[config.mk]
export PLATFORM = sky130hd
export DESIGN_NAME = arbiter_rr_16
export DESIGN_NICKNAME = d
export VERILOG_FILES = /design/src/rtl/arbiter_rr_16_pkg.sv /design/src/rtl/arbiter_rr_16_encoder.sv /design/src/rtl/arbiter_rr_16.sv
export SDC_FILE = /design/constraint.sdc
export NUM_CORES = 1
export LEC_CHECK = 0
export ABC_AREA = 1
export BUFFER_PORTS_ARGS = -buffer_cell sky130_fd_sc_hd__buf_2
export CORE_ASPECT_RATIO = 1.1
export CORE_MARGIN = 2
export CORE_UTILIZATION = 51
export DETAILED_ROUTE_END_ITERATION = 10
export HOLD_SLACK_MARGIN = 0.08
export PLACE_DENSITY = 0.77
export SLEW_MARGIN = 15
export SYNTH_ARGS = -nofsm -noshare
export SYNTH_HDL_FRONTEND = slang
export SYNTH_HIERARCHICAL = 1
export SYNTH_SLANG_ARGS = --single-unit
export TNS_END_PERCENT = 100
[constraint.sdc]
create_clock -name i_clk -period 1.8 [get_ports i_clk]
set_input_delay 0.27 -clock i_clk [delete_from_list [all_inputs] [get_ports i_clk]]
set_output_delay 0.27 -clock i_clk [all_outputs]
set_load 0.05 [all_outputs]
[src/rtl/arbiter_rr_16_pkg.sv]
// Shared sizes, FSM encoding and the priority-pick helper for the 16-way round-robin arbiter.
package arbiter_rr_16_pkg;
  localparam int NUM_REQ  = 16;
  localparam int ID_WIDTH = 4;

  typedef enum logic {
    ST_IDLE = 1'b0,
    ST_BUSY = 1'b1
  } state_t;

  // One-hot of the lowest-index set bit (index 0 is requester 0, the MSB).
  function automatic logic [0:NUM_REQ-1] first_set(input logic [0:NUM_REQ-1] v);
    logic [0:NUM_REQ-1] r;
    logic               found;
    r     = '0;
    found = 1'b0;
    for (int k = 0; k < NUM_REQ; k++) begin
      if (v[k] && !found) begin
        r[k]  = 1'b1;
        found = 1'b1;
      end
    end
    return r;
  endfunction
endpackage

[src/rtl/arbiter_rr_16_encoder.sv]
// One-hot to binary index encoder; bit k of the input maps to index k.
module Encoder_16_4
  import arbiter_rr_16_pkg::*;
(
  input  logic [0:NUM_REQ-1]  i_onehot,
  output logic [0:ID_WIDTH-1] o_idx
);
  always_comb begin
    o_idx = '0;
    for (int k = 0; k < NUM_REQ; k++) begin
      if (i_onehot[k]) o_idx = o_idx | ID_WIDTH'(k);
    end
  end
endmodule

[src/rtl/arbiter_rr_16.sv]
// 16-requester round-robin arbiter: grant held until release or timeout,
// pointer moves past the last winner when its grant ends.
module arbiter_rr_16
  import arbiter_rr_16_pkg::*;
#(
  parameter int TIMEOUT = 255
) (
  input  logic                i_clk,
  input  logic                i_rst,
  input  logic [0:NUM_REQ-1]  i_req,
  input  logic                i_rel,
  output logic [0:NUM_REQ-1]  o_gnt,
  output logic [0:ID_WIDTH-1] o_gnt_id,
  output logic                o_busy,
  output logic                o_tmo
);
  localparam int            CW       = (TIMEOUT > 1) ? $clog2(TIMEOUT) : 1;
  localparam logic [CW-1:0] CNT_LAST = CW'(TIMEOUT - 1);
  localparam bit            TMO_EN   = (TIMEOUT > 0);

  state_t              r_state, w_state_nxt;
  logic [ID_WIDTH-1:0] r_ptr, w_ptr_nxt, w_ptr_adv;
  logic [CW-1:0]       r_cnt, w_cnt_nxt;
  logic [0:NUM_REQ-1]  r_gnt, w_gnt_nxt, w_hi, w_win;
  logic [0:ID_WIDTH-1] r_gnt_id, w_gnt_id_nxt, w_win_id;
  logic                r_tmo, w_tmo_nxt;

  // Requests at or above ptr take priority; otherwise wrap to the lowest index.
  always_comb begin
    w_hi = '0;
    for (int k = 0; k < NUM_REQ; k++) begin
      w_hi[k] = i_req[k] && (ID_WIDTH'(k) >= r_ptr);
    end
  end

  assign w_win     = (|w_hi) ? first_set(w_hi) : first_set(i_req);
  assign w_ptr_adv = r_gnt_id + 1'b1;

  Encoder_16_4 u_enc (
    .i_onehot (w_win),
    .o_idx    (w_win_id)
  );

  always_comb begin
    w_state_nxt  = r_state;
    w_gnt_nxt    = r_gnt;
    w_gnt_id_nxt = r_gnt_id;
    w_ptr_nxt    = r_ptr;
    w_cnt_nxt    = r_cnt;
    w_tmo_nxt    = 1'b0;
    case (r_state)
      ST_IDLE: begin
        if (|i_req) begin
          w_state_nxt  = ST_BUSY;
          w_gnt_nxt    = w_win;
          w_gnt_id_nxt = w_win_id;
          w_cnt_nxt    = '0;
        end
      end
      ST_BUSY: begin
        // Release wins over a coinciding timeout, so tmo stays low then.
        if (i_rel) begin
          w_state_nxt = ST_IDLE;
          w_gnt_nxt   = '0;
          w_ptr_nxt   = w_ptr_adv;
          w_cnt_nxt   = '0;
        end else if (TMO_EN && (r_cnt == CNT_LAST)) begin
          w_state_nxt = ST_IDLE;
          w_gnt_nxt   = '0;
          w_ptr_nxt   = w_ptr_adv;
          w_cnt_nxt   = '0;
          w_tmo_nxt   = 1'b1;
        end else begin
          w_cnt_nxt = r_cnt + 1'b1;
        end
      end
      default: w_state_nxt = ST_IDLE;
    endcase
  end

  always_ff @(posedge i_clk) begin
    if (i_rst) begin
      r_state  <= ST_IDLE;
      r_gnt    <= '0;
      r_gnt_id <= '0;
      r_ptr    <= '0;
      r_cnt    <= '0;
      r_tmo    <= 1'b0;
    end else begin
      r_state  <= w_state_nxt;
      r_gnt    <= w_gnt_nxt;
      r_gnt_id <= w_gnt_id_nxt;
      r_ptr    <= w_ptr_nxt;
      r_cnt    <= w_cnt_nxt;
      r_tmo    <= w_tmo_nxt;
    end
  end

  assign o_gnt    = r_gnt;
  assign o_gnt_id = r_gnt_id;
  assign o_busy   = (r_state == ST_BUSY);
  assign o_tmo    = r_tmo;
endmodule

Yosys cells after proc, flatten, opt, wreduce, memory -nomap -nowiden
Cells that the tools add are included.
W data, S select, Z words.
- output and inout port bits: 22
- word-level logic and storage cells: 202
- register bits: 34
- bits of input ports: 19
- reductions and logical operators: 83
- bitwise gates (word level): 1
- eq/ne operators: 3
- magnitude comparators: 16
- mux-type cells: 91
- add/sub/neg operators: 2
- operators by type and width (operator ; number):
    $mux W1 ; 65
    $mux W16 ; 4
    $logic_and A1 B1 Y1 ; 46
    $mux W4 ; 10
    $ge A4 B4 Y1 const A ; 8
    $pmux W16 S2 ; 1
    $reduce_or A16 Y1 ; 2
    $logic_not A1 Y1 ; 30
    $mux W8 ; 3
    $ge A3 B4 Y1 const A ; 4
    $pmux W8 S2 ; 1
    $mux W3 ; 4
    $add A8 B1 Y8 const B ; 1
    $eq A8 B8 Y1 const B ; 1
    $ge A1 B4 Y1 const A ; 2
    $ge A2 B4 Y1 const A ; 2
    $reduce_and A2 Y1 ; 3
    $add A4 B1 Y4 const B ; 1
    $mux W2 ; 2
    $ne A3 B2 Y1 const B ; 1
    $reduce_or A3 Y1 ; 1
    $ne A2 B2 Y1 const B ; 1
    $pmux W1 S2 ; 1
    $reduce_bool A2 Y1 ; 1
    $not A1 Y1 ; 1

Logic depth before layout (Yosys ltp)
Gate-level depths: netlist of run 1.
- depth in word-level cells: 64
- gate-level depth with buffers: 16
- mapped depth without buffers: 15

Cells and area by module
The synthesis of run 1 kept the hierarchy.
- modules (own cells, without submodules) (module ; area each (µm²) ; sequential area each (µm²) ; cells an instance ; instances):
    arbiter_rr_16 ; 2185.8 ; 680.7 ; 322 ; 1
    Encoder_16_4 ; 143.9 ; 0.0 ; 37 ; 1

Worst setup path before layout of run 1
No wires, ideal clock.
- path type: register -> register
- start point: register r_ptr[2]
- end point: register r_gnt_id, in the netlist o_gnt_id[3]
- stages on the path, launching flop included: 16
- buffers on the path: 2
- required time: 1681 ps
- library setup time: 119 ps
- period minus slack after synthesis: 1920 ps
- slack: -120 ps
- arrival: 1800 ps
- cells stage by stage: dfxtp_1 -> inv_1 -> o21ai_2 -> nand2_1 -> nor2_1 -> and2_4 -> buf_8 -> buf_12 -> nand3_2 -> and2_1 -> inv_1 -> nand2_1 -> nor2_1 -> nand2_1 -> o21ai_0 -> a21oi_1
- elaborated cells on any way between the ends: 102
- classes of those cells: order compare (16); mux (39); reduce/logical (47)
- RTL lines (element ; line ; text):
    start, declared ; arbiter_rr_16.sv:22 ; logic [ID_WIDTH-1:0] r_ptr, w_ptr_nxt, w_ptr_adv;
    start signal, assigned ; arbiter_rr_16.sv:93 ; r_ptr <= w_ptr_nxt;
    $ge A1 B4 Y1 ; arbiter_rr_16.sv:32 ; w_hi[k] = i_req[k] && (ID_WIDTH'(k) >= r_ptr);
    $logic_and A1 B1 Y1 ; arbiter_rr_16.sv:32 ;
    $mux W1 ; arbiter_rr_16_pkg.sv:18 ; if (v[k] && !found) begin
    $logic_not A1 Y1 ; arbiter_rr_16_pkg.sv:18 ;
    $logic_and A1 B1 Y1 ; arbiter_rr_16_pkg.sv:18 ;
    $mux W1 ; arbiter_rr_16_pkg.sv:18 ;
    $mux W16 * ; arbiter_rr_16.sv:36 ; assign w_win = (|w_hi) ? first_set(w_hi) : first_set(i_req);
    net w_win (one bit) ; arbiter_rr_16.sv:24 ; logic [0:NUM_REQ-1] r_gnt, w_gnt_nxt, w_hi, w_win;
    $mux W1 * ; arbiter_rr_16_encoder.sv:11 ; if (i_onehot[k]) o_idx = o_idx | ID_WIDTH'(k);
    $mux W2 * (2 in series) ; arbiter_rr_16_encoder.sv:11 ;
    $mux W3 * (4 in series) ; arbiter_rr_16_encoder.sv:11 ;
    $mux W4 * (8 in series) ; arbiter_rr_16_encoder.sv:11 ;
    net w_win_id (one bit) ; arbiter_rr_16.sv:25 ; logic [0:ID_WIDTH-1] r_gnt_id, w_gnt_id_nxt, w_win_id;
    end signal, assigned ; arbiter_rr_16.sv:92 ; r_gnt_id <= w_gnt_id_nxt;
    end, declared ; arbiter_rr_16.sv:25 ;
The timed path passes the listed nets; every way through them passes the cells marked *.
A chain may end at the register's enable or synchronous reset.

Worst setup path after layout of run 1
- start point: register r_ptr[3]
- end point: register r_gnt_id, in the netlist o_gnt_id[1]
- elaborated cells on any way between the ends: 99
- classes of those cells: order compare (16); mux (36); reduce/logical (47)
- RTL lines (element ; line):
    $ge A1 B4 Y1 ; arbiter_rr_16.sv:32
    $logic_and A1 B1 Y1 ; arbiter_rr_16.sv:32
    $mux W1 ; arbiter_rr_16_pkg.sv:18
    $logic_not A1 Y1 ; arbiter_rr_16_pkg.sv:18
    $logic_and A1 B1 Y1 ; arbiter_rr_16_pkg.sv:18
    $mux W1 ; arbiter_rr_16_pkg.sv:18
    $logic_not A1 Y1 ; arbiter_rr_16_pkg.sv:18
    $logic_and A1 B1 Y1 ; arbiter_rr_16_pkg.sv:18
    [13 not listed] ; n/a
    $logic_not A1 Y1 ; arbiter_rr_16_pkg.sv:18
    $logic_and A1 B1 Y1 ; arbiter_rr_16_pkg.sv:18
    $mux W1 ; arbiter_rr_16_pkg.sv:18
    $mux W16 * ; arbiter_rr_16.sv:36
    net w_win (one bit) ; arbiter_rr_16.sv:24
    $mux W3 * ; arbiter_rr_16_encoder.sv:11
    $mux W4 * (8 in series) ; arbiter_rr_16_encoder.sv:11
    net w_win_id (one bit) ; arbiter_rr_16.sv:25
Marked as above.

==> impl_metrics.ini, run 1 <==
[hold_path]
hold_class = input pin to flop

[setup_path]
worst-setup-path-type = flop to flop
crit_buf_inv = 4
crit_chain = nand2_4 > o21ai_2 > inv_1 > nor2_2 > nand2_2 > nor2_4 > buf_12 > buf_8 > nand3_2 > nand2_2 > inv_1 > nand2_2 > nor2_1 > nand2_1 > nand3_2 > a21oi_2
critPathMaxFanout = 6
slowest_stage = dfxtp_4
critPathRequiredTime_ps = 2030
critPathMaxStageDelay_ps = 430
cpMostUsedCell = nand2_2
end_kind = flop
start_kind = flop
arrival_ps = 2350
crit_family = simple AND/OR/NAND/NOR gates

[cells_and_area]
layout.nets = 479
final_common_cell = nand2_1
drive_gt1_frac = 0.432
diodes = 0
layout_common_cells = nand2_1, buf_4, inv_1, buf_2, dfxtp_1
fin_area_um2 = 3390
area_growth_pct = 45.7
num-fill-cells = 299
final_cells = 512
final_util = 0.781

[place]
place.detailed.hpwl_um = 4690
port_buffers = 40
placed_cells = 488
dpl_cell_area_um2 = 2890
place_congestion = 0.958
place_ws_ps = -165

[route]
drtPass1Iterations = 9
drc = 0
vias = 2894
antenna_left = 0
via_per_inst = 5.65
drtIter0Drc = 294
routed_wirelength_um = 7870
wl_per_cell_um = 15.4

[timing]
slew_headroom = 0.550
layout_setup_ws_ps = -316
fin_setup_tns_ps = -1800
slew_viol_final = 0
hold_viol_final = 0
fin_crit_sh = 1.18
min_period_ps = 2120
setup_violations = 14
max_freq_ghz = 0.473
grt_setup_unrepaired = true
worst_slew_pin_slew_ps = 674
clock_skew_ps = 7.37
hold-worst-slack_ps = 147

[cts]
cts_buffer_depth = 2
htreeDepth = 2
clk_pin_slew_ps = 70
cts_root_buf = clkbuf_8
cts_buffers = 5
cts.sinks = 34
tritoncts = done
clock_latency_ps = 300

[grt]
antenna_found_initial = 0
grt_usage = 0.254
grt_pass1_wl_um = 9880
grt_pass1_vias = 2315
grt_max_degree = 17
grt_overflow = 0

[synth]
synthTopCellsByArea = dfxtp_1, nand2_1, inv_1
synth_cell_type_count = 34
ys_warn_count = 6
synth_nets = 381
synth-seq-cells = 34
ys_seq_area_frac = 0.292
syn_inst = 359
netlist_area_um2 = 2330
syn_avg_cell_area_um2 = 6.49
synth_top_area_frac = 0.292
yosysTopAreaCell = dfxtp_1

[run_status]
violations = setup timing
outcome = complete, but fails checks

[flow_run]
drv_cap = 0

[floorplanning]
rows = 25
initial_core_util = 0.536
dieArea_um2 = 5130
die_h_um = 74.9
ios = 41
core-area_um2 = 4350
die_x_um = 68.4

[pwr]
power.total_mw = 2.12
p_leak_nw = 1.69
p_per_area_nw_per_um2 = 624
vdd_drop_max_uv = 569
-- kinds of logic after synthesis --
group	synth area share
AND/OR/NAND/NOR	0.492
buffers and inverters	0.112
flip-flops	0.292
AO/OA/AOI/OAI	0.0687
XOR/XNOR	0.0188
adder cells (fa/ha/maj)	0.0161
-- per-layer routing --
metal  wire length [um]  track usage
met5                  0            0
met1               3010        0.308
met4                442        0.120
met2               3740        0.431
met3                673       0.0463
-- cells in the mapped netlist, drive strengths merged --
cell	n
and3	1
clkbuf	1
nor3	4
nand4	10
dfxtp	34
inv	50
ha	3
o21ai	11
nand3b	1
xnor2	2
nand2	121
nor2	46
and2	2
nor4	1
buf	5
xor2	3
a21oi	17
nand3	43
or2	3
o211ai	1
-- report_power, final --
group	leakage, nW	internal [mW]	switching [mW]
Combinational	1.35	0.184	0.318
Clock	0.0665	0.499	0.302
Sequential	0.279	0.776	0.0405
-- flip-flops by register name (all words and copies together), names as in the netlist --
register and count:
o_gnt_id 4, r_cnt 8, o_busy 1, o_tmo 1
r_ptr 4, o_gnt 16
-- final timing paths --
check        slack (ps)                  endpoint                    from  depth (start not counted)
max                -320  o_gnt_id[1]$_SDFFE_PP0P_   r_ptr[3]$_SDFFE_PP0P_                         16
min                 150          o_tmo$_SDFF_PP0_                   i_rel                          2
max reg2reg        -320  o_gnt_id[1]$_SDFFE_PP0P_   r_ptr[3]$_SDFFE_PP0P_                         16
min reg2reg         450    o_gnt[13]$_SDFFE_PP0P_  o_gnt[13]$_SDFFE_PP0P_                          2
-- area by class of cell --
type,instances,area [um^2],share of cell area
Inverter,50,190,0.0560
Tap cell,54,67.6,0.0199
Multi-Input combinational cell,270,1610,0.475
Sequential cell,34,696,0.205
Clock inverter,2,38.8,0.0114
Timing Repair Buffer,96,697,0.205
Clock buffer,6,93.8,0.0276
-- timing repair --
action	in CTS	in global routing
gates resized for setup	5	56
buffers inserted	2	14
pin swaps	2	37
hold buffers	0	0
endpoints found under the setup margin	4	11
gates cloned	1	0
Power figures use the tool's default switching activity.
==> inputs of run 2 (changes only) <==
--- a/config.mk
+++ b/config.mk
@@ -13,6 +13,8 @@
 export DETAILED_ROUTE_END_ITERATION = 10
 export HOLD_SLACK_MARGIN = 0.08
 export PLACE_DENSITY = 0.77
+export RECOVER_POWER = 25
+export SKIP_LAST_GASP = 1
 export SLEW_MARGIN = 15
 export SYNTH_ARGS = -nofsm -noshare
 export SYNTH_HDL_FRONTEND = slang
==> run 2 against run 1 <==
Compared with the run above: the flow still finishes with violations (setup timing); worst setup slack gained 33 ps; global-route usage stayed put; via count is 1.9% lower; die area stayed put; first-iteration DRC count is 14% higher; hold slack better by 1.9 ps; flip-flop and latch count is the same; design area decreased by 0.59%; combinational power shrank 1%; critical path depth is the same; critical endpoint is now o_gnt_id[3]$_SDFFE_PP0P_.
==> impl_metrics.ini, run 2 (synthesis gave the netlist of run 1 again) <==
[cells_and_area]
layout.nets = 479
area_growth_pct = 44.8
drive_gt1_frac = 0.421
largest_register_ffs = 16
final_cells = 512
layout_common_cells = nand2_1, buf_4, inv_1, buf_2, dfxtp_1
diodes = 0
final_common_cell = nand2_1

[run_status]
violations = setup timing
outcome = complete, but fails checks

[cts]
cts_buffers = 5
clk_pin_slew_ps = 70
cts_buffer_depth = 2
clock_latency_ps = 290
tritoncts = done
htreeDepth = 2
cts_root_buf = clkbuf_8
cts.sinks = 34

[route]
drc = 0
wl_per_cell_um = 15.0
drtIter0Drc = 335
antenna_left = 0
drtPass1Iterations = 5
vias = 2840
routed_wirelength_um = 7660
via_per_inst = 5.55

[setup_path]
end_kind = flop
r2r_setup_slack_ps = -280
start_kind = flop
r2r_end = o_gnt_id[3]$_SDFFE_PP0P_
reg2regPathDepth = 16
arrival_ps = 2310
r2r-start = r_ptr[3]$_SDFFE_PP0P_
worst-setup-path-type = flop to flop
critPathMaxFanout = 6
critPathRequiredTime_ps = 2030

[timing]
slew_viol_final = 0
hold-worst-slack_ps = 149
grt_setup_unrepaired = true
fin_crit_sh = 1.16
slew_headroom = 0.547
min_period_ps = 2080
setup_violations = 15
max_freq_ghz = 0.480
layout_setup_ws_ps = -283
clock_skew_ps = 9.56
hold_viol_final = 0
worst_slew_pin_slew_ps = 679

[floorplanning]
dieArea_um2 = 5130
initial_core_util = 0.536
die_h_um = 74.9
core-area_um2 = 4350
die_x_um = 68.4
rows = 25
ios = 41

[grt]
grt_max_degree = 17
grt_pass1_vias = 2315
grt_overflow = 0
grt_pass1_wl_um = 9880
antenna_found_initial = 0
grt_usage = 0.254

[pwr]
p_per_area_nw_per_um2 = 624
vdd_drop_max_uv = 567
p_leak_nw = 1.67

[hold_path]
min_from = i_rel
min_path_cells = 2
holdPathEnd = o_tmo$_SDFF_PP0_
hold_class = input pin to flop

[place]
place_ws_ps = -165
placed_cells = 488
place_congestion = 0.958
port_buffers = 40
place.detailed.hpwl_um = 4690

[flow_run]
drv_cap = 0
[run 2: cell count changes in the layout (fill, tap and decap cells not counted), sizes merged]
cell	delta
buf	-8
clkbuf	+8
[run 2: metrics by stage]
step	cell area [um^2]	util	TNS (ps)	total power, mW
after floorplan	2360	-	-12.2	1.08
after CTS	3050	0.702	-354	2.03
final	3370	0.776	-1810	2.11
after global placement	2890	0.664	-430	1.22
after global routing	3370	0.776	-2980	2.18
after detailed placement	2890	0.664	-1030	1.23
[run 2: layer usage]
metal,part of all wire,vias to the layer above,global-route usage
li1,-,1330,-
met1,0.39,1307,0.308
met2,0.48,155,0.431
met3,0.068,48,0.0463
met4,0.057,0,0.120
met5,0,-,0
[run 2: power by group]
part	switching [mW]	total, mW	internal [mW]
combinational	0.312	0.496	0.183
clock	0.295	0.794	0.499
sequential	0.0413	0.817	0.776
[run 2: worst max-delay path, stage by stage (launching register included)]
cell      delay, ps
dfxtp_4         430
buf_12          130
inv_2            60
o211ai_2        170
nand4_1         190
nor2_4          150
buf_12          140
buf_8           130
nand2_4          40
nand2_2          70
and2_1          140
inv_1            50
nand2_1          60
nor2_1           40
nand2_1          70
o21ai_2          60
a21oi_1         110
[run 2: worst max path at each step]
| stage | from | to | slack [ps] |
|---|---|---|---|
| 6_report | r_ptr[3]$_SDFFE_PP0P_ | o_gnt_id[3]$_SDFFE_PP0P_ | -280 |
| 5_1_grt | r_ptr[3]$_SDFFE_PP0P_ | o_gnt_id[1]$_SDFFE_PP0P_ | -410 |
| 4_1_cts | r_ptr[3]$_SDFFE_PP0P_ | o_gnt_id[3]$_SDFFE_PP0P_ | -110 |
| 3_5_place_dp | r_ptr[0]$_SDFFE_PP0P_ | o_gnt_id[1]$_SDFFE_PP0P_ | -160 |
| 3_3_place_gp | r_ptr[0]$_SDFFE_PP0P_ | o_gnt_id[1]$_SDFFE_PP0P_ | -150 |
| 2_1_floorplan | r_ptr[1]$_SDFFE_PP0P_ | o_gnt_id[3]$_SDFFE_PP0P_ | -10 |
[run 2: repair_timing]
action	4_1_cts	5_1_grt
pin swaps	2	33
resized for setup	3	60
setup endpoints to repair	4	12
setup buffers	2	13
hold buffers	0	0
cloned	1	0
[run 2: layout make-up]
cell class | count | area [um^2]
clock inverter | 2 | 38.8
clock buffer | 6 | 93.8
inverter | 50 | 190
tap | 54 | 67.6
timing repair buffer | 96 | 679
multi-input combinational | 270 | 1610
sequential | 34 | 696
fill | 305 | 973
